--- config.mk ---
export PLATFORM = sky130hd
export DESIGN_NAME = jcontrol_seq_flat
export DESIGN_NICKNAME = d
export VERILOG_FILES = /design/src/rtl/jcontrol_seq_if.sv /design/src/rtl/jcontrol_seq.sv /design/src/flat_wrapper.sv
export SDC_FILE = /design/constraint.sdc
export NUM_CORES = 1
export LEC_CHECK = 0
export CAP_MARGIN = 20
export CELL_PAD_IN_SITES_DETAIL_PLACEMENT = 1
export CELL_PAD_IN_SITES_GLOBAL_PLACEMENT = 2
export CORE_MARGIN = 1
export CORE_UTILIZATION = 25
export DETAILED_ROUTE_END_ITERATION = 16
export PLACE_DENSITY_LB_ADDON = 0.2
export SLEW_MARGIN = 10
export SYNTH_ARGS = -nofsm -noshare
export SYNTH_HDL_FRONTEND = slang
export SYNTH_SLANG_ARGS = --single-unit
--- constraint.sdc ---
create_clock -name clk -period 2.1 [get_ports clk]
set_clock_uncertainty 0.1 [all_clocks]
set_input_delay 0.42 -clock clk [delete_from_list [all_inputs] [get_ports clk]]
set_output_delay 0.42 -clock clk [all_outputs]
set_load 0.05 [all_outputs]
--- src/rtl/jcontrol_seq_if.sv ---
// Handshake bundle between the clock/stepper block, the control sequencer and the datapath.
// The sequencer is the slave side; the clock/stepper + datapath side is the master.
interface jcontrol_seq_if;
    logic       cke;
    logic       cks;
    logic [5:0] step;
    logic [7:0] ir;
    logic [3:0] alu_flags;
    logic [3:0] en_reg;
    logic [3:0] set_reg;
    logic       en_ram;
    logic       set_ram;
    logic       set_mar;
    logic       en_iar;
    logic       set_iar;
    logic       set_ir;
    logic       en_acc;
    logic       set_acc;
    logic       set_tmp;
    logic       bus1;
    logic [2:0] alu_op;
    logic       carry_in;
    logic [3:0] flags;
    logic       err;

    modport master (
        output cke, cks, step, ir, alu_flags,
        input  en_reg, set_reg, en_ram, set_ram, set_mar, en_iar, set_iar, set_ir,
               en_acc, set_acc, set_tmp, bus1, alu_op, carry_in, flags, err
    );

    modport slave (
        input  cke, cks, step, ir, alu_flags,
        output en_reg, set_reg, en_ram, set_ram, set_mar, en_iar, set_iar, set_ir,
               en_acc, set_acc, set_tmp, bus1, alu_op, carry_in, flags, err
    );
endinterface

--- src/rtl/jcontrol_seq.sv ---
// Step-driven control sequencer: decodes ir per stepper state into registered enable/set strobes.
// All strobes, flags and err are registered: valid exactly 1 clk after the sample that produced them.
module jcontrol_seq (
    input  logic             clk,
    input  logic             reset,
    jcontrol_seq_if.slave    ctl
);
    typedef enum logic [1:0] {PH_IDLE, PH_EN, PH_ES, PH_EN2} phase_e;

    typedef struct packed {
        logic [3:0] en_reg;
        logic [3:0] set_reg;
        logic       en_ram, set_ram, set_mar, en_iar, set_iar, set_ir;
        logic       en_acc, set_acc, set_tmp, bus1;
        logic [2:0] alu_op;
    } strb_t;

    phase_e     state_q, state_d;
    logic [5:0] step_q;
    logic       cks_q;
    logic       err_q, err_d;
    logic [3:0] flags_q, flags_d;
    strb_t      strb_q, strb_d, en_p, set_p;
    logic       viol, step_onehot, ok, cks_rise;
    logic [3:0] dec_a, dec_b;
    logic [2:0] op;

    assign op          = ctl.ir[6:4];
    assign dec_a       = 4'b0001 << ctl.ir[3:2];
    assign dec_b       = 4'b0001 << ctl.ir[1:0];
    assign step_onehot = (ctl.step != 6'd0) && ((ctl.step & (ctl.step - 6'd1)) == 6'd0);
    assign cks_rise    = ctl.cks && !cks_q;

    // Phase tracker and protocol checking; any violation kills this sample's strobes too.
    always_comb begin
        state_d = state_q;
        viol    = 1'b0;
        case ({ctl.cke, ctl.cks})
            2'b00: state_d = PH_IDLE;
            2'b10: state_d = (state_q == PH_ES || state_q == PH_EN2) ? PH_EN2 : PH_EN;
            2'b11: begin
                state_d = PH_ES;
                if (state_q != PH_EN && state_q != PH_ES) viol = 1'b1;
            end
            default: begin
                state_d = PH_IDLE;
                viol    = 1'b1;
            end
        endcase
        if (ctl.cke && !step_onehot) viol = 1'b1;
        if (state_q != PH_IDLE && ctl.step != step_q) viol = 1'b1;
        err_d = err_q | viol;
        ok    = !err_d;
    end

    always_comb begin
        en_p  = '0;
        set_p = '0;
        case (ctl.step)
            6'b000001: begin
                en_p.bus1 = 1'b1; en_p.en_iar = 1'b1; set_p.set_mar = 1'b1; set_p.set_acc = 1'b1;
            end
            6'b000010: begin en_p.en_ram = 1'b1; set_p.set_ir  = 1'b1; end
            6'b000100: begin en_p.en_acc = 1'b1; set_p.set_iar = 1'b1; end
            6'b001000: begin
                if (ctl.ir[7]) begin
                    en_p.en_reg = dec_b; set_p.set_tmp = 1'b1;
                end else begin
                    case (op)
                        3'd0, 3'd1: begin en_p.en_reg = dec_a; set_p.set_mar = 1'b1; end
                        3'd2, 3'd5: begin
                            en_p.bus1 = 1'b1; en_p.en_iar = 1'b1;
                            set_p.set_mar = 1'b1; set_p.set_acc = 1'b1;
                        end
                        3'd3: begin en_p.en_reg = dec_b; set_p.set_iar = 1'b1; end
                        3'd4: begin en_p.en_iar = 1'b1; set_p.set_mar = 1'b1; end
                        default: ;
                    endcase
                end
            end
            6'b010000: begin
                if (ctl.ir[7]) begin
                    en_p.en_reg = dec_a; en_p.alu_op = op; set_p.set_acc = 1'b1;
                end else begin
                    case (op)
                        3'd0, 3'd2: begin en_p.en_ram = 1'b1; set_p.set_reg = dec_b; end
                        3'd1: begin en_p.en_reg = dec_b; set_p.set_ram = 1'b1; end
                        3'd4: begin en_p.en_ram = 1'b1; set_p.set_iar = 1'b1; end
                        3'd5: begin en_p.en_acc = 1'b1; set_p.set_iar = 1'b1; end
                        default: ;
                    endcase
                end
            end
            6'b100000: begin
                if (ctl.ir[7]) begin
                    // CMP only updates flags; its result must not be written back.
                    if (op != 3'b111) begin en_p.en_acc = 1'b1; set_p.set_reg = dec_b; end
                end else if (op == 3'd2) begin
                    en_p.en_acc = 1'b1; set_p.set_iar = 1'b1;
                end else if (op == 3'd5 && (ctl.ir[3:0] & flags_q) != 4'd0) begin
                    en_p.en_ram = 1'b1; set_p.set_iar = 1'b1;
                end
            end
            default: ;
        endcase

        strb_d = '0;
        if (ok) begin
            if (ctl.cke) strb_d = strb_d | en_p;
            if (ctl.cks) strb_d = strb_d | set_p;
        end

        flags_d = flags_q;
        if (ok && cks_rise) begin
            if (ctl.ir[7] && ctl.step == 6'b010000)
                flags_d = ctl.alu_flags;
            else if (ctl.ir[7:4] == 4'b0110 && ctl.step == 6'b001000)
                flags_d = 4'b0000;
        end
    end

    always_ff @(posedge clk) begin
        if (reset) begin
            state_q <= PH_IDLE;
            step_q  <= 6'd0;
            cks_q   <= 1'b0;
            err_q   <= 1'b0;
            flags_q <= 4'd0;
            strb_q  <= '0;
        end else begin
            state_q <= state_d;
            step_q  <= ctl.step;
            cks_q   <= ctl.cks;
            err_q   <= err_d;
            flags_q <= flags_d;
            strb_q  <= strb_d;
        end
    end

    assign ctl.en_reg   = strb_q.en_reg;
    assign ctl.set_reg  = strb_q.set_reg;
    assign ctl.en_ram   = strb_q.en_ram;
    assign ctl.set_ram  = strb_q.set_ram;
    assign ctl.set_mar  = strb_q.set_mar;
    assign ctl.en_iar   = strb_q.en_iar;
    assign ctl.set_iar  = strb_q.set_iar;
    assign ctl.set_ir   = strb_q.set_ir;
    assign ctl.en_acc   = strb_q.en_acc;
    assign ctl.set_acc  = strb_q.set_acc;
    assign ctl.set_tmp  = strb_q.set_tmp;
    assign ctl.bus1     = strb_q.bus1;
    assign ctl.alu_op   = strb_q.alu_op;
    assign ctl.flags    = flags_q;
    assign ctl.carry_in = flags_q[3];
    assign ctl.err      = err_q;
endmodule

--- src/flat_wrapper.sv ---
// flat-port wrapper written by rule: the top's interface ports become plain ports
module jcontrol_seq_flat 
  (clk, reset, ctl_cke, ctl_cks, ctl_step, ctl_ir, ctl_alu_flags, ctl_en_reg, ctl_set_reg, ctl_en_ram, ctl_set_ram, ctl_set_mar, ctl_en_iar, ctl_set_iar, ctl_set_ir, ctl_en_acc, ctl_set_acc, ctl_set_tmp, ctl_bus1, ctl_alu_op, ctl_carry_in, ctl_flags, ctl_err);
  jcontrol_seq_if ctl_i ();
  input  logic clk;
  input  logic reset;
  input wire logic [$bits(ctl_i.cke)-1:0] ctl_cke;
  input wire logic [$bits(ctl_i.cks)-1:0] ctl_cks;
  input wire logic [$bits(ctl_i.step)-1:0] ctl_step;
  input wire logic [$bits(ctl_i.ir)-1:0] ctl_ir;
  input wire logic [$bits(ctl_i.alu_flags)-1:0] ctl_alu_flags;
  output wire logic [$bits(ctl_i.en_reg)-1:0] ctl_en_reg;
  output wire logic [$bits(ctl_i.set_reg)-1:0] ctl_set_reg;
  output wire logic [$bits(ctl_i.en_ram)-1:0] ctl_en_ram;
  output wire logic [$bits(ctl_i.set_ram)-1:0] ctl_set_ram;
  output wire logic [$bits(ctl_i.set_mar)-1:0] ctl_set_mar;
  output wire logic [$bits(ctl_i.en_iar)-1:0] ctl_en_iar;
  output wire logic [$bits(ctl_i.set_iar)-1:0] ctl_set_iar;
  output wire logic [$bits(ctl_i.set_ir)-1:0] ctl_set_ir;
  output wire logic [$bits(ctl_i.en_acc)-1:0] ctl_en_acc;
  output wire logic [$bits(ctl_i.set_acc)-1:0] ctl_set_acc;
  output wire logic [$bits(ctl_i.set_tmp)-1:0] ctl_set_tmp;
  output wire logic [$bits(ctl_i.bus1)-1:0] ctl_bus1;
  output wire logic [$bits(ctl_i.alu_op)-1:0] ctl_alu_op;
  output wire logic [$bits(ctl_i.carry_in)-1:0] ctl_carry_in;
  output wire logic [$bits(ctl_i.flags)-1:0] ctl_flags;
  output wire logic [$bits(ctl_i.err)-1:0] ctl_err;
  assign ctl_i.cke = ctl_cke;
  assign ctl_i.cks = ctl_cks;
  assign ctl_i.step = ctl_step;
  assign ctl_i.ir = ctl_ir;
  assign ctl_i.alu_flags = ctl_alu_flags;
  assign ctl_en_reg = ctl_i.en_reg;
  assign ctl_set_reg = ctl_i.set_reg;
  assign ctl_en_ram = ctl_i.en_ram;
  assign ctl_set_ram = ctl_i.set_ram;
  assign ctl_set_mar = ctl_i.set_mar;
  assign ctl_en_iar = ctl_i.en_iar;
  assign ctl_set_iar = ctl_i.set_iar;
  assign ctl_set_ir = ctl_i.set_ir;
  assign ctl_en_acc = ctl_i.en_acc;
  assign ctl_set_acc = ctl_i.set_acc;
  assign ctl_set_tmp = ctl_i.set_tmp;
  assign ctl_bus1 = ctl_i.bus1;
  assign ctl_alu_op = ctl_i.alu_op;
  assign ctl_carry_in = ctl_i.carry_in;
  assign ctl_flags = ctl_i.flags;
  assign ctl_err = ctl_i.err;
  jcontrol_seq u_core (.clk(clk), .reset(reset), .ctl(ctl_i));
endmodule
==> metrics.yaml, run 1 <==
syn_to_final_growth_pct: 59.6
ant_nets: 0
p_sw_share_pct: 25.9
layout-drive-gt1-share_pct: 29.7
avgSynthCellArea_um2: 9.52
finalPower_mw: 1.38
largest_reg_flops: 6
num_rows: 30
grt_pass1_vias: 1749
hold_violations: 0
max_slew.worst_pin.slew_ps: 497
coreArea_um2: 6760
reg2reg_from: "u_core.state_q[0]$_SDFF_PP0_"
dieWidth_um: 85.5
yosysWarnings: 0
r2r_cells: 8
syn_inst: 183
p_clk_share_pct: 34.2
whs_path_depth: 2
rsz0062_at_grt: "true"
clkSlewWorstSetupHoldPaths_ps: 70
period_needed_ps: 2090
cts_made_buffers: 5
cp_max_fo: 5
arrival_ps: 2180
cts_buffer_depth: 2
synthFlopType: "dfxtp_1"
postRouteWirelength_mm: 5.07
io_buffers: 48
fmax_ghz: 0.479
worstSkewPairLatency_ps: 290
p_int_mw: 1.03
nFillCells: 792
cp_data_required_time_ps: 2190
setup_viol: 0
top_register: "u_core.step_q"
pwr-share-comb_pct: 16.7
start_kind: "input pin"
drv_slew: 0
p_sw_uw: 359
max_slew_margin_pct: 66.8
hold_start: "ctl_step[3]"
synth_edf_count: 0
ys_seq_area_share_pct: 40.2
ys_async_sr_fraction_pct: 0
synth_area_leaders: "dfxtp_1 40%, nor2b_1 3.6%, xor2_1 3.5%, nand3b_1 3.4%, nand2b_1 3.2%"
powerDensity_nw_per_um2: 498
grt_max_degree: 17
synth-seq-cells: 35
grt_pass1_wl_mm: 8.41
die-area_um2: 7300
die_y_um: 85.5
yosysUniqueCellTypes: 45
holdPathEnd: "u_core.step_q[3]$_SDFF_PP0_"
gp_congestion: 0.782
hpwl_mm: 3.83
htree_num_levels: 2
io_pins: 49
synth_nets: 208
nets: 300
path_class: "in2reg"
drc: 0
grt-ovfl-total: 0
post_dp_cell_area_um2: 2550
antenna_found_initial: 0
leakage_nw: 1.04
seq_power_share_pct: 49.1
root_buffer: "clkbuf_8"
synth_top_area_share_pct: 40.2
num_vias: 1649
netlist_area_um2: 1740
r2r-end: "u_core.ctl.set_reg[0]$_SDFF_PP0_"
cts_tree: "built"
vdd.ir_drop.worst_mv: 0.235
r2r_setup_slack_ps: 80
wl_per_cell_um: 14.2
dr.first_iter.drc_count: 64
cts_sinks: 35
yosysTopAreaCell: "dfxtp_1"
diodes: 0
start_util_pct: 25.8
critPathCaptureType: "register"
design_area_um2: 2780
vias_per_cell: 4.63
status: "finished, final reports clean"
min_period_over_period_pct: 99.4
drt_pass1_iterations: 4
hold_path_class: "in2reg"
max_cap_violations: 0
grt_use_total_pct: 14.8
[stage by stage]
step / setup TNS [ps] / hold slack [ps] / setup WS (ps) / utilization, % / std cells
final: 0 / 389 / 11.6 / 41.1 / 356
after global routing: -87.9 / 385 / -74.9 / 41.1 / 356
after CTS: 0 / 410 / 0.110 / 40.7 / 356
after detailed placement: -14200 / 398 / -680 / 37.7 / 340
after global placement: -13260 / 394 / -585 / 37.7 / 340
after floorplan: -71.6 / 391 / -17.9 / - / 183
[synthesized netlist by cell type, types with 4 or more instances]
cell,number
inv_1,6
nor2_1,14
nor3_1,11
a22oi_1,4
nand3b_1,8
nor2b_1,10
clkbuf_1,5
dfxtp_1,35
mux2i_1,4
nand2_1,7
a21oi_1,7
nor4_1,4
nand2b_1,9
a21boi_0,5
xor2_1,7
[layout make-up]
class / instances / area, µm² / share of cell area, %
multi-input combinational: 131 / 1030 / 37.1
inverter: 6 / 22.5 / 0.810
clock buffer: 7 / 76.3 / 2.75
clock inverter: 1 / 5.00 / 0.180
timing repair buffer: 96 / 842 / 30.3
sequential: 35 / 702 / 25.3
tap: 80 / 100 / 3.60
[metal layers]
metal	up-vias	track usage, %	wire length (µm)
met5	-	0	0
met4	0	4.09	50
met3	5	3.11	171
met2	40	26.5	2550
met1	765	17.7	2300
li1	839	-	-
[power by group through the flow]
stage | combinational, mW | sequential, mW | clock, mW
2_1_floorplan | 0.0911 | 0.700 | 0
3_3_place_gp | 0.205 | 0.695 | 0
5_1_grt | 0.251 | 0.681 | 0.524
4_1_cts | 0.223 | 0.680 | 0.491
6_report | 0.231 | 0.680 | 0.474
3_5_place_dp | 0.205 | 0.695 | 0
[critical path, stage by stage]
cell and delay (ps):
buf_8 100, buf_8 120, nor4b_4 320, a211oi_2 80, o211a_2 280, a2111o_1 440
buf_6 160, nor4_4 250
[logic make-up (layout without fill, tap and decap cells)]
kind of cell | Yosys count | in the layout | share of synthesized area (%)
AO/OA/AOI/OAI | 37 | 37 | 15.7
XOR/XNOR | 7 | 7 | 3.52
multiplexers | 4 | 4 | 2.30
adder cells (fa/ha/maj) | 3 | 3 | 2.16
flip-flops | 35 | 35 | 40.2
buffers and inverters | 17 | 110 | 5.32
AND/OR/NAND/NOR | 80 | 80 | 30.8
[timing repair]
item | CTS | global route
endpoints found under the setup margin | 25 | 24
setup buffers | 5 | 1
hold buffers | 0 | 0
cloned | 3 | 0
resized for setup | 26 | 17
pin swaps | 9 | 6
endpoints found under the hold margin | 0 | 0
[worst max-delay path by stage]
| stage | start | end | slack (ps) | depth (start not counted) |
|---|---|---|---|---|
| after floorplan | ctl_step[3] | u_core.ctl.flags[0]$_SDFFE_PP0P_ | -20 | 6 |
| after global placement | ctl_step[3] | u_core.ctl.set_reg[0]$_SDFF_PP0_ | -590 | 7 |
| after detailed placement | ctl_step[3] | u_core.ctl.set_reg[3]$_SDFF_PP0_ | -680 | 7 |
| after CTS | ctl_step[2] | u_core.ctl.flags[3]$_SDFFE_PP0P_ | 0.1 | 7 |
| after global routing | ctl_step[1] | u_core.ctl.set_reg[0]$_SDFF_PP0_ | -70 | 8 |
| final | ctl_step[1] | u_core.ctl.set_reg[0]$_SDFF_PP0_ | 10 | 8 |
[cell usage in the layout (no fill, tap or decap), types with 2 or more instances in the layout]
| cell | count |
|---|---|
| a21o_1 | 3 |
| xor2_1 | 7 |
| clkbuf_1 | 2 |
| nor4_2 | 2 |
| o21a_1 | 3 |
| a21oi_2 | 2 |
| a22oi_1 | 4 |
| a21boi_0 | 4 |
| nand3b_1 | 8 |
| and2_1 | 3 |
| buf_4 | 44 |
| buf_2 | 4 |
| nand2b_1 | 9 |
| nor4b_4 | 3 |
| o21ai_0 | 2 |
| nor4_4 | 4 |
| inv_1 | 5 |
| ha_1 | 3 |
| clkdlybuf4s50_1 | 41 |
| a21oi_1 | 6 |
| buf_6 | 3 |
| buf_8 | 2 |
| o32ai_1 | 3 |
| mux2i_1 | 4 |
| dfxtp_1 | 34 |
| nand2_1 | 7 |
| nor2b_1 | 10 |
| nor2_1 | 13 |
| nor3_1 | 10 |
| dlygate4sd2_1 | 2 |
| nor3_2 | 3 |
| clkbuf_8 | 5 |
| nand4b_1 | 2 |
Power figures use the tool's default switching activity.
==> run 2, diff against run 1 <==
CORE_MARGIN = not set   (was 1)
==> results of run 2 <==
Same layout as run 1: the final DEF is identical, and so are final timing and power.
==> run 3, diff against run 2 <==
CAP_MARGIN = not set   (was 20)
CORE_MARGIN = 2   (was not set)
CORE_UTILIZATION = 30   (was 25)
clock period = 2.6 ns   (was 2.1 ns; I/O delays follow)
==> metrics.yaml, run 3 (synthesis gave the netlist of run 1 again) <==
status: "finished, final reports clean"
powerDensity_nw_per_um2: 431  # -13%
p_sw_share_pct: 24.7  # -1.2 points
p_clk_share_pct: 35.8  # +1.6 points
hpwl_mm: 3.94  # +2.8%
cts_buffer_depth: 2  # unchanged
io_buffers: 48  # unchanged
tns_ps: 0  # unchanged
arrival_ps: 2580  # +400 ps
clkSlewWorstSetupHoldPaths_ps: 60  # about the same
postRouteWirelength_mm: 4.96  # -2.1%
seq_power_share_pct: 49.7  # +0.6 points
start_util_pct: 31.4  # +5.7 points
dieWidth_um: 80.2  # -6.2%
design_area_um2: 2560  # -7.9%
start_kind: "input pin"
p_int_uw: 831  # -19%
largest_reg_flops: 6  # unchanged
cts_tree: "built"
nets: 279  # -7.0%
grt-ovfl-total: 0  # unchanged
ant_nets: 0  # unchanged
layout-drive-gt1-share_pct: 18.9  # -11 points
die-area_um2: 6430  # -12%
antenna_found_initial: 0  # unchanged
wl_per_cell_um: 15.2  # +6.9%
place_ws_ps: -217  # +463 ps
dr.first_iter.drc_count: 43  # -33%
grt_pass1_vias: 1675  # -4.2%
top_register: "u_core.step_q"
hold_path_class: "reg2reg"
io_pins: 49  # unchanged
cp_data_required_time_ps: 2690  # +500 ps
drc: 0  # unchanged
critPathCaptureType: "register"
coreArea_um2: 5540  # -18%
max_slew_margin_pct: 65.3  # -1.5 points
r2r_setup_slack_ps: 410  # +330 ps
fmax_ghz: 0.403
grt_use_total_pct: 16.6  # +1.8 points
period_needed_ps: 2480
worst_slack_ps: 118  # +107 ps
final_cell_mix: "45 x clkdlybuf4s50_1, 35 x dfxtp_1, 27 x buf_4, 14 x nor2_1, 11 x nor3_1"
htree_num_levels: 2  # unchanged
post_dp_cell_area_um2: 2440  # -4.1%
gp_congestion: 0.881  # +13%
drt_pass1_iterations: 4  # unchanged
grt_max_degree: 12  # -5
num_rows: 27  # -10%
rsz0062_at_grt: "false"
min_period_over_period_pct: 95.5
cp_max_fo: 10  # +5
setup_viol: 0  # unchanged
pwr-share-comb_pct: 14.5  # -2.2 points
diodes: 0  # unchanged
vdd.ir_drop.worst_mv: 0.183  # -22%
root_buffer: "clkbuf_8"
max_slew.worst_pin.slew_ps: 518  # +21.8 ps
num_vias: 1595  # -3.3%
worstSkewPairLatency_ps: 280  # about the same
die_y_um: 80.2  # -6.2%
cts_sinks: 35  # unchanged
final_common_cell: "clkdlybuf4s50_1"
p_sw_uw: 273  # -24%
vias_per_cell: 4.89  # +5.6%
utilization_pct: 46.2  # +5.1 points
hold_buffers: 0  # unchanged
max_cap_violations: 0  # unchanged
path_class: "in2reg"
leakage_nw: 0.933  # -9.9%
grt_pass1_wl_mm: 8.40  # -0.17%
syn_to_final_growth_pct: 46.9
cts_made_buffers: 5  # unchanged
hold_violations: 0  # unchanged
drv_slew: 0  # unchanged
run 3: cell types whose count changed in the layout (fill, tap and decap cells not counted), moves of 3 or more:
cell and delta:
dlymetal6s2s_1 +3, buf_4 -17, buf_2 -4, buf_6 -3
clkdlybuf4s50_1 +4
run 3: worst max-delay path: stages:
cell and delay, ps:
clkdlybuf4s50_1 400, buf_4 170, or4b_1 530, nor3_2 290, a21oi_2 120, nor4_4 140, buf_4 190, mux2i_1 210
run 3: power by group through the flow:
stage | Sequential [mW] | Combinational [mW] | Clock, mW
floorplan | 0.565 | 0.0730 | 0
global placement | 0.561 | 0.151 | 0
detailed placement | 0.561 | 0.156 | 0
CTS | 0.549 | 0.158 | 0.410
global route | 0.550 | 0.175 | 0.436
finish | 0.549 | 0.160 | 0.395
run 3: routing by layer:
metal | global-route usage (%) | vias to the layer above | routed length, µm
met5 | 0 | - | 0
met4 | 4.58 | 0 | 66
met3 | 3.03 | 7 | 156
met2 | 27.7 | 35 | 2330
met1 | 21.9 | 763 | 2410
li1 | - | 790 | -
run 3: worst paths after layout:
check | startpoint | endpoint | cells after the start
min | u_core.ctl.flags[2]$_SDFFE_PP0P_ | u_core.ctl.flags[2]$_SDFFE_PP0P_ | 2
max | ctl_step[0] | u_core.ctl.flags[1]$_SDFFE_PP0P_ | 8
min reg2reg | u_core.ctl.flags[2]$_SDFFE_PP0P_ | u_core.ctl.flags[2]$_SDFFE_PP0P_ | 2
max reg2reg | u_core.state_q[1]$_SDFF_PP0_ | u_core.ctl.set_reg[0]$_SDFF_PP0_ | 8
run 3: cell type report:
class                      count  area, µm²
clock buffer                   6       82.6
timing repair buffer          75        691
inverter                       6       22.5
multi-input combinational    131        967
sequential                    35        701
tap                           72       90.1
fill                         634       2980
clock inverter                 1       5.00
run 3: repair_timing:
item,in CTS,in global routing
buffers inserted,0,0
endpoints found under the setup margin,0,7
resized for setup,0,6
run 3: per-stage QoR:
stage / hold WS (ps) / cells / power, mW
after floorplan: 465 / 183 / 0.638
after global placement: 385 / 319 / 0.712
after detailed placement: 399 / 319 / 0.718
after CTS: 410 / 326 / 1.12
after global routing: 453 / 326 / 1.16
final: 401 / 326 / 1.10
